===== src/rtl/dct_pkg.sv =====
// Shared DCT constants, coefficient types and the DA engine state encoding.
package dct_pkg;

    typedef logic signed [15:0] coef_t;

    localparam coef_t C1 = 16'sd16069;
    localparam coef_t C2 = 16'sd15137;
    localparam coef_t C3 = 16'sd13623;
    localparam coef_t C4 = 16'sd11585;
    localparam coef_t C5 = 16'sd9102;
    localparam coef_t C6 = 16'sd6270;
    localparam coef_t C7 = 16'sd3196;

    // Row r, tap j lives at DCT4_COEF[r][j]
    localparam coef_t [0:3][0:3] DCT4_COEF = '{
        '{C4, C4, C4, C4},
        '{C1, C3, C5, C7},
        '{C2, C6, -C6, -C2},
        '{C3, -C7, -C1, -C5}
    };

    typedef enum logic [1:0] {
        ST_IDLE,
        ST_ACCUM,
        ST_DONE
    } state_e;

endpackage


===== src/rtl/da_lut.sv =====
// Distributed-arithmetic partial-sum table: one 2^TAPS-entry table per row,
// built at elaboration from the coefficient array.
module da_lut
    import dct_pkg::*;
#(
    parameter int TAPS  = 4,
    parameter int CW    = 16,
    parameter int NROWS = 4,
    parameter coef_t [0:NROWS-1][0:TAPS-1] COEF = DCT4_COEF,
    localparam int LW = CW + $clog2(TAPS),
    localparam int RW = (NROWS > 1) ? $clog2(NROWS) : 1
) (
    input  logic [RW-1:0]          row,
    input  logic [TAPS-1:0]        addr,
    output logic signed [LW-1:0]   L
);

    function automatic logic signed [LW-1:0] entry(int r, int a);
        logic signed [LW-1:0] s;
        s = '0;
        for (int j = 0; j < TAPS; j++) begin
            if (((a >> j) & 1) != 0) begin
                s = s + LW'(COEF[r][j]);
            end
        end
        return s;
    endfunction

    logic signed [LW-1:0] tbl [2**RW][2**TAPS];

    for (genvar gr = 0; gr < 2**RW; gr++) begin : g_row
        for (genvar ga = 0; ga < 2**TAPS; ga++) begin : g_addr
            if (gr < NROWS) begin : g_used
                assign tbl[gr][ga] = entry(gr, ga);
            end else begin : g_pad
                assign tbl[gr][ga] = '0;
            end
        end
    end

    assign L = tbl[row][addr];

endmodule


===== src/rtl/da_dot_engine.sv =====
// Bit-serial DA inner-product engine: y = sum_j COEF[row][j] * x[j],
// one sample bit per cycle, sign bit subtracted last.
module da_dot_engine
    import dct_pkg::*;
#(
    parameter int TAPS  = 4,
    parameter int DW    = 8,
    parameter int CW    = 16,
    parameter int NROWS = 4,
    parameter int RSW   = (NROWS > 1) ? $clog2(NROWS) : 1,
    parameter coef_t [0:NROWS-1][0:TAPS-1] COEF = DCT4_COEF,
    localparam int ACCW = CW + $clog2(TAPS) + DW
) (
    input  logic                   clk,
    input  logic                   rst_n,
    input  logic                   cs,
    input  logic                   abort,
    input  logic                   in_valid,
    output logic                   in_ready,
    input  logic [TAPS*DW-1:0]     x,
    input  logic [RSW-1:0]         row_sel,
    output logic                   out_valid,
    input  logic                   out_ready,
    output logic signed [ACCW-1:0] y,
    output logic                   row_err
);

    localparam int LW  = CW + $clog2(TAPS);
    localparam int LRW = (NROWS > 1) ? $clog2(NROWS) : 1;
    localparam int BW  = $clog2(DW);

    state_e                 state_q, state_d;
    logic [TAPS*DW-1:0]     x_q, x_d;
    logic [LRW-1:0]         row_q, row_d;
    logic                   err_q, err_d;
    logic [BW-1:0]          bit_q, bit_d;
    logic signed [ACCW-1:0] acc_q, acc_d;

    logic [TAPS-1:0]        addr;
    logic signed [LW-1:0]   lut_l;
    logic signed [ACCW-1:0] term;
    logic                   last, bad_row, accept;

    // A bad row behaves as an all-zero coefficient row
    always_comb begin
        addr = '0;
        for (int j = 0; j < TAPS; j++) begin
            addr[j] = x_q[j*DW + int'(bit_q)] & ~err_q;
        end
    end

    da_lut #(
        .TAPS  (TAPS),
        .CW    (CW),
        .NROWS (NROWS),
        .COEF  (COEF)
    ) u_lut (
        .row  (row_q),
        .addr (addr),
        .L    (lut_l)
    );

    assign last    = (bit_q == BW'(DW - 1));
    assign term    = ACCW'(lut_l) <<< bit_q;
    assign bad_row = (32'(row_sel) >= NROWS);

    assign in_ready  = rst_n & (state_q == ST_IDLE) & cs & ~abort;
    assign accept    = in_valid & in_ready;
    assign out_valid = (state_q == ST_DONE);
    assign y         = out_valid ? acc_q : '0;
    assign row_err   = out_valid & err_q;

    always_comb begin
        state_d = state_q;
        x_d     = x_q;
        row_d   = row_q;
        err_d   = err_q;
        bit_d   = bit_q;
        acc_d   = acc_q;
        unique case (state_q)
            ST_IDLE: begin
                if (accept) begin
                    x_d     = x;
                    row_d   = bad_row ? '0 : row_sel[LRW-1:0];
                    err_d   = bad_row;
                    bit_d   = '0;
                    acc_d   = '0;
                    state_d = ST_ACCUM;
                end
            end
            ST_ACCUM: begin
                if (abort) begin
                    state_d = ST_IDLE;
                end else begin
                    acc_d = last ? acc_q - term : acc_q + term;
                    bit_d = bit_q + 1'b1;
                    if (last) begin
                        bit_d   = '0;
                        state_d = ST_DONE;
                    end
                end
            end
            ST_DONE: begin
                if (abort || out_ready) begin
                    state_d = ST_IDLE;
                end
            end
            default: state_d = ST_IDLE;
        endcase
    end

    always_ff @(posedge clk or negedge rst_n) begin
        if (!rst_n) begin
            state_q <= ST_IDLE;
            x_q     <= '0;
            row_q   <= '0;
            err_q   <= 1'b0;
            bit_q   <= '0;
            acc_q   <= '0;
        end else begin
            state_q <= state_d;
            x_q     <= x_d;
            row_q   <= row_d;
            err_q   <= err_d;
            bit_q   <= bit_d;
            acc_q   <= acc_d;
        end
    end

endmodule


===== config.mk =====
export PLATFORM = sky130hd
export DESIGN_NAME = da_dot_engine
export DESIGN_NICKNAME = d
export VERILOG_FILES = /design/src/rtl/dct_pkg.sv /design/src/rtl/da_lut.sv /design/src/rtl/da_dot_engine.sv
export SDC_FILE = /design/constraint.sdc
export NUM_CORES = 1
export LEC_CHECK = 0
export BUFFER_PORTS_ARGS = -buffer_cell sky130_fd_sc_hd__buf_2
export CORE_MARGIN = 2
export CORE_UTILIZATION = 46
export CTS_BUF_LIST = sky130_fd_sc_hd__clkbuf_8
export CTS_CLUSTER_DIAMETER = 150
export CTS_CLUSTER_SIZE = 40
export DETAILED_ROUTE_END_ITERATION = 16
export GPL_TIMING_DRIVEN = 0
export PLACE_DENSITY_LB_ADDON = 0.15
export SLEW_MARGIN = 20
export SYNTH_ARGS = -nofsm -noshare
export SYNTH_HDL_FRONTEND = slang
export SYNTH_HIERARCHICAL = 1
export SYNTH_SLANG_ARGS = --single-unit

===== constraint.sdc =====
create_clock -name clk -period 9.8 [get_ports clk]
set_input_delay 0.98 -clock clk [delete_from_list [all_inputs] [get_ports clk]]
set_output_delay 0.98 -clock clk [all_outputs]
set_load 0.02 [all_outputs]

==> impl_metrics.tcl, run 1 <==
set metrics [dict create \
    antenna_left 0 \
    end_kind "flip-flop" \
    async_flop_share_pct 100 \
    syn_to_final_growth_pct 10.9 \
    place_ws_ns 0.205 \
    synth_cell_types 84 \
    synth_top_area_cell "dfrtp_1" \
    setup_tns_ns 0 \
    final_hold_viol_count 0 \
    clock_sinks 65 \
    timing.final.crit_share_pct 93.9 \
    syn_inst 959 \
    cts_max_path_buffers 2 \
    grt-ovfl-total 0 \
    synth_area_sq_um 7840 \
    grt_pass1_vias 7480 \
    path_clk_slew_ns 0.09 \
    first_pass_iters 8 \
    critPathMaxStageDelay_ns 0.53 \
    yosys_warnings 6 \
    worstSkewPairLatency_ns 0.38 \
    track_usage_pct 28.9 \
    final_util_pct 52.2 \
    drive_gt1_share_pct 20.0 \
    crit_path_max_fanout 11 \
    finalCriticalPeriod_ns 9.20 \
    routed_wl_microns 26100 \
    die_w_microns 135 \
    slew_viol_final 0 \
    cts_buffers 9 \
    cts_tree "yes" \
    crit_slowest_cell "or4_4" \
    clock_skew_ns 0.0160 \
    synthTopCellsByArea "dfrtp_1 21%, ha_1 6.4%, mux2_2 5.9%" \
    grt_max_degree 43 \
    worstPathRequired_ns 10.07 \
    leakage_uw 0.00381 \
    fmax_ghz 0.109 \
    synth-seq-cells 65 \
    tightest_slew_ns 0.920 \
    synth_top_flop_cell "dfrtp_1" \
    criticalPathCategory "reg -> reg" \
    nFillCells 1663 \
    antenna_found_initial 1 \
    grt_pass1_wl_microns 41100 \
    status "completed" \
    synth_area_per_cell_sq_um 8.18 \
    setup_viol 0 \
    drtIter0Drc 861 \
    port_buffers 67 \
    irDropWorstVdd_uv 258 \
    nets 1119 \
    dieHeight_microns 135 \
    io_pins 69 \
    viasPerCell 6.31 \
    cts_root_buf "clkbuf_8" \
    cp-start-kind "flip-flop" \
    slew_headroom_pct 38.6 \
    yosysSeqAreaShare_pct 20.7 \
    post_cts_buffers 0 \
    rsz0062_at_grt "no" \
    die_area_sq_um 18100 \
    dp_hpwl_microns 19400 \
    p_per_area_nw_per_um2 379 \
    start_util_pct 47.1 \
    fin_ws_ns 0.600 \
    core_area_sq_um 16600 \
    synth_nets 1040 \
    synth-edff-count 0 \
    cts.htree.levels 3 \
    drc 0 \
    vias 7967 \
    routedWlPerCell_microns 20.7 \
    gp_congestion 1.02 \
    diodes 0 \
    min-delay-path-class "in -> async" \
    rows 47 \
    maxCapViolCount 0 \
    yosys.area.top_type_share_pct 20.7 \
    worstPathArrival_ns 9.47 \
]
==> Yosys cell counts, types with 9 or more instances <==
cell / instances
nand2_1: 82
nor2_1: 69
dfrtp_1: 65
a21oi_1: 62
o21ai_0: 62
mux2_2: 41
ha_1: 40
clkbuf_1: 37
mux2i_1: 37
nand3_1: 33
and2_1: 31
buf_2: 28
nand2b_1: 24
xnor2_1: 23
inv_1: 21
mux4_2: 19
a31oi_1: 18
nor3_1: 17
xor2_1: 17
a21o_1: 12
nor2b_1: 12
nor3b_1: 12
a211oi_1: 11
o31ai_1: 11
o211ai_1: 9
==> cell families after synthesis <==
logic type | Yosys count | synth area share [%]
AND/OR/NAND/NOR | 329 | 21.6
AO/OA/AOI/OAI | 278 | 23.7
buffers and inverters | 105 | 6.29
multiplexers | 100 | 16.5
flip-flops | 65 | 20.7
adder cells (fa/ha/maj) | 41 | 6.64
XOR/XNOR | 40 | 4.47
other | 1 | 0.0478
==> layout by cell type, fill, tap and decap left out, types with 18 or more instances in the layout <==
cell / n
mux2_2: 41
mux4_2: 19
ha_1: 40
a31oi_1: 18
nand3_1: 33
buf_2: 94
clkbuf_1: 35
nand2b_1: 24
and2_1: 31
xnor2_1: 23
dfrtp_1: 65
a21oi_1: 62
mux2i_1: 37
nand2_1: 82
inv_1: 21
nor2_1: 69
o21ai_0: 62
==> power by group <==
group          internal, uW  switching [uW]
Combinational          1060            1590
Clock                   120             128
Sequential              343            57.0
==> per-layer routing <==
metal / routed length, microns / global-route usage (%) / up-vias / part of all wire, %
li1: - / - / 3693 / -
met1: 11700 / 42.1 / 3754 / 45
met2: 11200 / 42.9 / 467 / 43
met3: 2610 / 6.61 / 53 / 10
met4: 553 / 8.07 / 0 / 2.1
met5: 0 / 0 / - / 0
==> stage by stage <==
stage                     total power (uW)  instances  instance area (sq um)  hold WS [ns]
after floorplan                       2370        959                   7840         0.469
after global placement                2960       1246                   8450         0.484
after detailed placement              2960       1247                   8480         0.490
after CTS                             3220       1263                   8680         0.507
after global routing                  3550       1263                   8690         0.516
final                                 3290       1263                   8690         0.507
==> repair_timing <==
action,in CTS,in global routing
resized for setup,0,7
endpoints found under the setup margin,0,3
hold endpoints to repair,0,0
hold buffers,0,0
==> critical path: cells and delay by family (launching register included) <==
family	cells	cell delay, ns
buf+inv	11	3.20
simple gates	9	2.19
compound gates	9	2.02
fa+ha+maj	3	0.85
flops	1	0.42
xor+xnor	1	0.23
mux	1	0.19
==> state kept, by name, indices dropped and copies added, names as in the netlist <==
name     count
row_q        2
bit_q        3
state_q      2
acc_q       26
x_q         32
==> worst paths after layout <==
| check | start | to | slack (ns) | depth (start not counted) |
|---|---|---|---|---|
| min in group clk | x_q[7] | x_q[7] | 0.51 | 1 |
| worst max-delay path | bit_q[2] | acc_q[22] | 0.60 | 34 |
| worst min register to register | x_q[7] | x_q[7] | 0.51 | 1 |
| max in group asynchronous | rst_n | acc_q[1] | 8.74 | 2 |
| worst max register to register | bit_q[2] | acc_q[22] | 0.60 | 34 |
| worst min-delay path | rst_n | acc_q[23] | 0.51 | 1 |
==> area by class of cell <==
| cell class | count | area (sq um) | area share, % |
|---|---|---|---|
| plain buffers | 82 | 410 | 4.72 |
| clock buffers | 9 | 124 | 1.42 |
| clock inverters | 7 | 78.8 | 0.907 |
| inverters | 23 | 86.3 | 0.993 |
| multi-input cells | 789 | 5730 | 65.9 |
| flip-flops and latches | 65 | 1630 | 18.7 |
| well taps | 220 | 275 | 3.17 |
| repair buffers | 68 | 365 | 4.20 |
(Power assumes the default switching activity.)
==> run 2, diff against run 1 <==
CORE_ASPECT_RATIO = 2   (was not set)
GPL_ROUTABILITY_DRIVEN = 1   (was not set)
GPL_TIMING_DRIVEN = not set   (was 0)
==> impl_metrics.tcl, run 2 (synthesized netlist as in run 1, its figures left out) <==
set metrics [dict create \
    dieHeight_microns 189 \
    grt_pass1_wl_microns 39300 \
    cts_max_path_buffers 2 \
    regMostFlops "x_q" \
    cts_resized 0 \
    criticalPathCategory "reg -> reg" \
    layout_common_cells "79 x nand2_1, 69 x nor2_1, 67 x buf_2" \
    routedWlPerCell_microns 20.8 \
    fmax_ghz 0.127 \
    cp-start-kind "flip-flop" \
    antenna_found_initial 0 \
    crit_chain "mux4_2 > nand2_1 > nand2_1 > inv_1 > mux4_2 > nand2_1 > o31ai_1 > mux4_2 > nor3_2 > a31oi_1 > or4_4 > nor4b_4 > a31oi_1 > xor2_1 > ha_1 > and4_1 > nand3_1 > o21ai_0 > o21bai_1 > o41ai_1 > a21boi_0 > or3_1 > a32o_1" \
    clock_skew_ns 0.0117 \
    r2r_slack_ns 1.93 \
    worstSkewPairLatency_ns 0.38 \
    setup_viol 0 \
    slew_viol_final 0 \
    maxCapViolCount 0 \
    path_clk_slew_ns 0.09 \
    routed_wl_microns 24700 \
    post_cts_buffers 0 \
    rows 67 \
    top_regs "x_q x32, acc_q x26, bit_q x3" \
    nets 1053 \
    leakage_uw 0.00363 \
    drtIter0Drc 529 \
    cts_buffers 9 \
    final_hold_viol_count 0 \
    dp_hpwl_microns 18500 \
    final_common_cell "nand2_1" \
    syn_to_final_growth_pct 6.46 \
    vias 7484 \
    drc 0 \
    cts_root_buf "clkbuf_8" \
    core_area_sq_um 16800 \
    critPathMaxStageDelay_ns 0.66 \
    drive_gt1_share_pct 19.1 \
    min-delay-path-class "reg -> reg" \
    final_util_pct 49.8 \
    first_pass_iters 5 \
    finalCriticalPeriod_ns 7.87 \
    cts_tree "yes" \
    setup_tns_ns 0 \
    grt_pass1_vias 7396 \
    grt-ovfl-total 0 \
    start_util_pct 46.8 \
    worstPathRequired_ns 10.07 \
    p_per_area_nw_per_um2 381 \
    antenna_left 0 \
    end_kind "flip-flop" \
    die_area_sq_um 18200 \
    viasPerCell 6.32 \
    tightest_slew_ns 1.04 \
    gp_congestion 1.01 \
    crit_slowest_cell "inv_1" \
    cts-hold-fix-buffers 0 \
    slew_headroom_pct 29.9 \
    port_buffers 67 \
    crit_path_max_fanout 20 \
    timing.final.crit_share_pct 80.3 \
    track_usage_pct 28.1 \
    worstPathArrival_ns 8.13 \
    grt_max_degree 75 \
    cts.htree.levels 3 \
    diodes 0 \
    io_pins 69 \
    irDropWorstVdd_uv 287 \
    rsz0062_at_grt "no" \
    die_w_microns 96.3 \
    status "completed" \
    clock_sinks 65 \
    largest_reg_flops 32 \
]
## run 2: area by class of cell
type,count,area [sq um]
clock buffers,9,124
clock inverters,7,57.6
fillers,1702,8420
inverters,23,86.3
multi-input cells,789,5730
flip-flops and latches,65,1630
well taps,207,259
repair buffers,84,463
## run 2: path summary, 6_finish.rpt
kind | startpoint | endpoint | cells past startpoint
worst max register to register | bit_q[0] | acc_q[22] | 23
worst max-delay path | bit_q[0] | acc_q[22] | 23
max in group asynchronous | rst_n | bit_q[1] | 2
min in group asynchronous | rst_n | x_q[18] | 2
worst min register to register | x_q[4] | x_q[4] | 1
worst min-delay path | x_q[4] | x_q[4] | 1
## run 2: metal layers
metal  up-vias  global-route usage (%)  wire [microns]
met4         0                    16.2            1520
met3        86                    2.76             892
met5         -                       0               0
li1       3550                       -               -
met1      3584                    30.3            8780
met2       264                    51.1           13500
## run 2: power by group
part / internal (uW) / switching, uW
Combinational: 1020 / 1540
Clock: 94.1 / 124
Sequential: 344 / 63.2
Total: 1450 / 1720
## run 2: critical path, delay by kind of cell (launching register included)
| family | cells | cell delay, ns |
|---|---|---|
| adders and majority gates | 1 | 0.32 |
| and+or+nand+nor | 9 | 2.44 |
| DFF | 1 | 0.61 |
| buffers and inverters | 1 | 0.66 |
| xor gates and xnor gates | 1 | 0.28 |
| AOI/OAI and AO/OA | 8 | 1.70 |
| muxes | 3 | 1.72 |
## run 2: metrics by stage
| step | power, uW | worst slack, ns | hold WS (ns) | instance area [sq um] | cells |
|---|---|---|---|---|---|
| global route | 3440 | 1.43 | 0.515 | 8350 | 1184 |
| global placement | 2910 | 2.12 | 0.482 | 8170 | 1168 |
| floorplan | 2370 | 2.08 | 0.469 | 7840 | 959 |
| detailed placement | 2910 | 2.05 | 0.489 | 8170 | 1168 |
| finish | 3180 | 1.93 | 0.507 | 8350 | 1184 |
| CTS | 3140 | 2.04 | 0.506 | 8350 | 1184 |
==> run 3, diff against run 2 <==
clock period = 6.9 ns   (was 9.8 ns; I/O delays follow)
==> impl_metrics.tcl, run 3 (synthesized netlist as in run 1, its figures left out) <==
set metrics [dict create \
    grt_pass1_vias 7782 \
    vias 7766 \
    cts_root_buf "clkbuf_8" \
    cpMostUsedCell "buf_4" \
    use_met2_pct 54.9 \
    worstPathRequired_ns 7.16 \
    grt_pass1_wl_microns 42700 \
    stdcell_area_sq_um 8930 \
    routed_wl_microns 27700 \
    antenna_left 0 \
    viasPerCell 6.29 \
    grt_use_met3_pct 5.12 \
    grt_max_degree 66 \
    regArea_sq_um 1630 \
    fin_cells 1234 \
    worstPathArrival_ns 6.98 \
    die_w_microns 96.3 \
    min-delay-path-class "reg -> reg" \
    track_usage_pct 31.1 \
    drc 0 \
    gp_congestion 1.06 \
    end_kind "flip-flop" \
    cts_buffers 9 \
    finalCriticalPeriod_ns 6.72 \
    p_per_area_nw_per_um2 566 \
    layout_common_cells "77 x nand2_1, 68 x nor2_1, 67 x buf_2" \
    first_pass_iters 5 \
    nets 1103 \
    crit_path_max_fanout 21 \
    start_util_pct 46.8 \
    path_clk_slew_ns 0.10 \
    port_buffers 67 \
    routedWlPerCell_microns 22.4 \
    core_area_sq_um 16800 \
    dieHeight_microns 189 \
    clock_sinks 65 \
    diodes 0 \
    regMostFlops "x_q" \
    final_common_cell "nand2_1" \
    syn_to_final_growth_pct 13.9 \
    place_ws_ns -0.233 \
    grt-ovfl-total 0 \
    slew_headroom_pct 29.8 \
    io_pins 69 \
    rows 67 \
    fin_ws_ns 0.176 \
    whs_ns 0.511 \
    maxCapViolCount 0 \
    slew_viol_final 0 \
    clock_skew_ns 0.0243 \
    criticalPathCategory "reg -> reg" \
    final_hold_viol_count 0 \
    cp-start-kind "flip-flop" \
    setup_tns_ns 0 \
    setup_viol 0 \
    status "completed" \
    nFillCells 1685 \
    cts.htree.levels 3 \
    fmax_ghz 0.149 \
    critPathMaxStageDelay_ns 0.49 \
    timing.final.crit_share_pct 97.4 \
    dp.cells 1205 \
    irDropWorstVdd_uv 467 \
    worstSkewPairLatency_ns 0.39 \
    largest_reg_flops 32 \
    busiest_layer "met2" \
    cts_max_path_buffers 2 \
    die_area_sq_um 18200 \
    antenna_found_initial 0 \
    grtUsageMet1_pct 32.1 \
    top_regs "x_q x32, acc_q x26, bit_q x3" \
    crit_slowest_cell "or4_4" \
    cts_tree "yes" \
    multiInputGateArea_sq_um 5850 \
    drive_gt1_share_pct 25.0 \
    drtIter0Drc 503 \
    leakage_uw 0.00394 \
    placed_area_sq_um 8510 \
    dp_hpwl_microns 20500 \
    tightest_slew_ns 1.05 \
    cts-hold-fix-buffers 0 \
]
[run 3: report_power, final]
group          total [uW]  internal (uW)  switching [uW]
Sequential            578            488            90.1
Combinational        4120           1720            2400
Clock                 348            169             179
[run 3: area by class of cell]
type                    count  area share (%)
inverters                  23           0.967
well taps                 207            2.90
flip-flops and latches     65            18.2
clock inverters             7           0.827
multi-input cells         789            65.5
clock buffers               9            1.39
repair buffers            134            10.1
[run 3: stage by stage]
step | util, % | power (uW)
CTS | 52.0 | 4820
global route | 53.2 | 5400
floorplan | - | 3380
detailed placement | 50.7 | 4440
finish | 53.2 | 5050
global placement | 50.7 | 4460
[run 3: path summary, 6_finish.rpt]
check	start	end	slack, ns	cells past startpoint
min in group asynchronous	rst_n	acc_q[6]	0.60	2
worst max register to register	bit_q[0]	acc_q[22]	0.18	29
worst max-delay path	bit_q[0]	acc_q[22]	0.18	29
max in group asynchronous	rst_n	bit_q[1]	5.68	2
worst min-delay path	x_q[1]	x_q[1]	0.51	1
worst min register to register	x_q[1]	x_q[1]	0.51	1
[run 3: what timing repair did]
| action | in CTS | in global routing |
|---|---|---|
| endpoints found under the setup margin | 4 | 12 |
| setup buffers | 0 | 12 |
| cloned | 0 | 1 |
| resized for setup | 3 | 23 |
| pin swaps | 0 | 11 |
[run 3: layer usage]
| layer | routed length [microns] | up-vias |
|---|---|---|
| met4 | 2170 | 0 |
| met3 | 1140 | 99 |
| met5 | 0 | - |
| met2 | 14700 | 271 |
| met1 | 9710 | 3739 |
| li1 | - | 3657 |
[run 3: critical path, delay by kind of cell (launching register included)]
kind                       cells  cell delay (ns)
DFF                            1             0.47
and+or+nand+nor                9             2.04
buffers and inverters          6             1.02
muxes                          2             0.48
adders and majority gates      2             0.52
AOI/OAI and AO/OA              9             1.75
xor gates and xnor gates       1             0.25
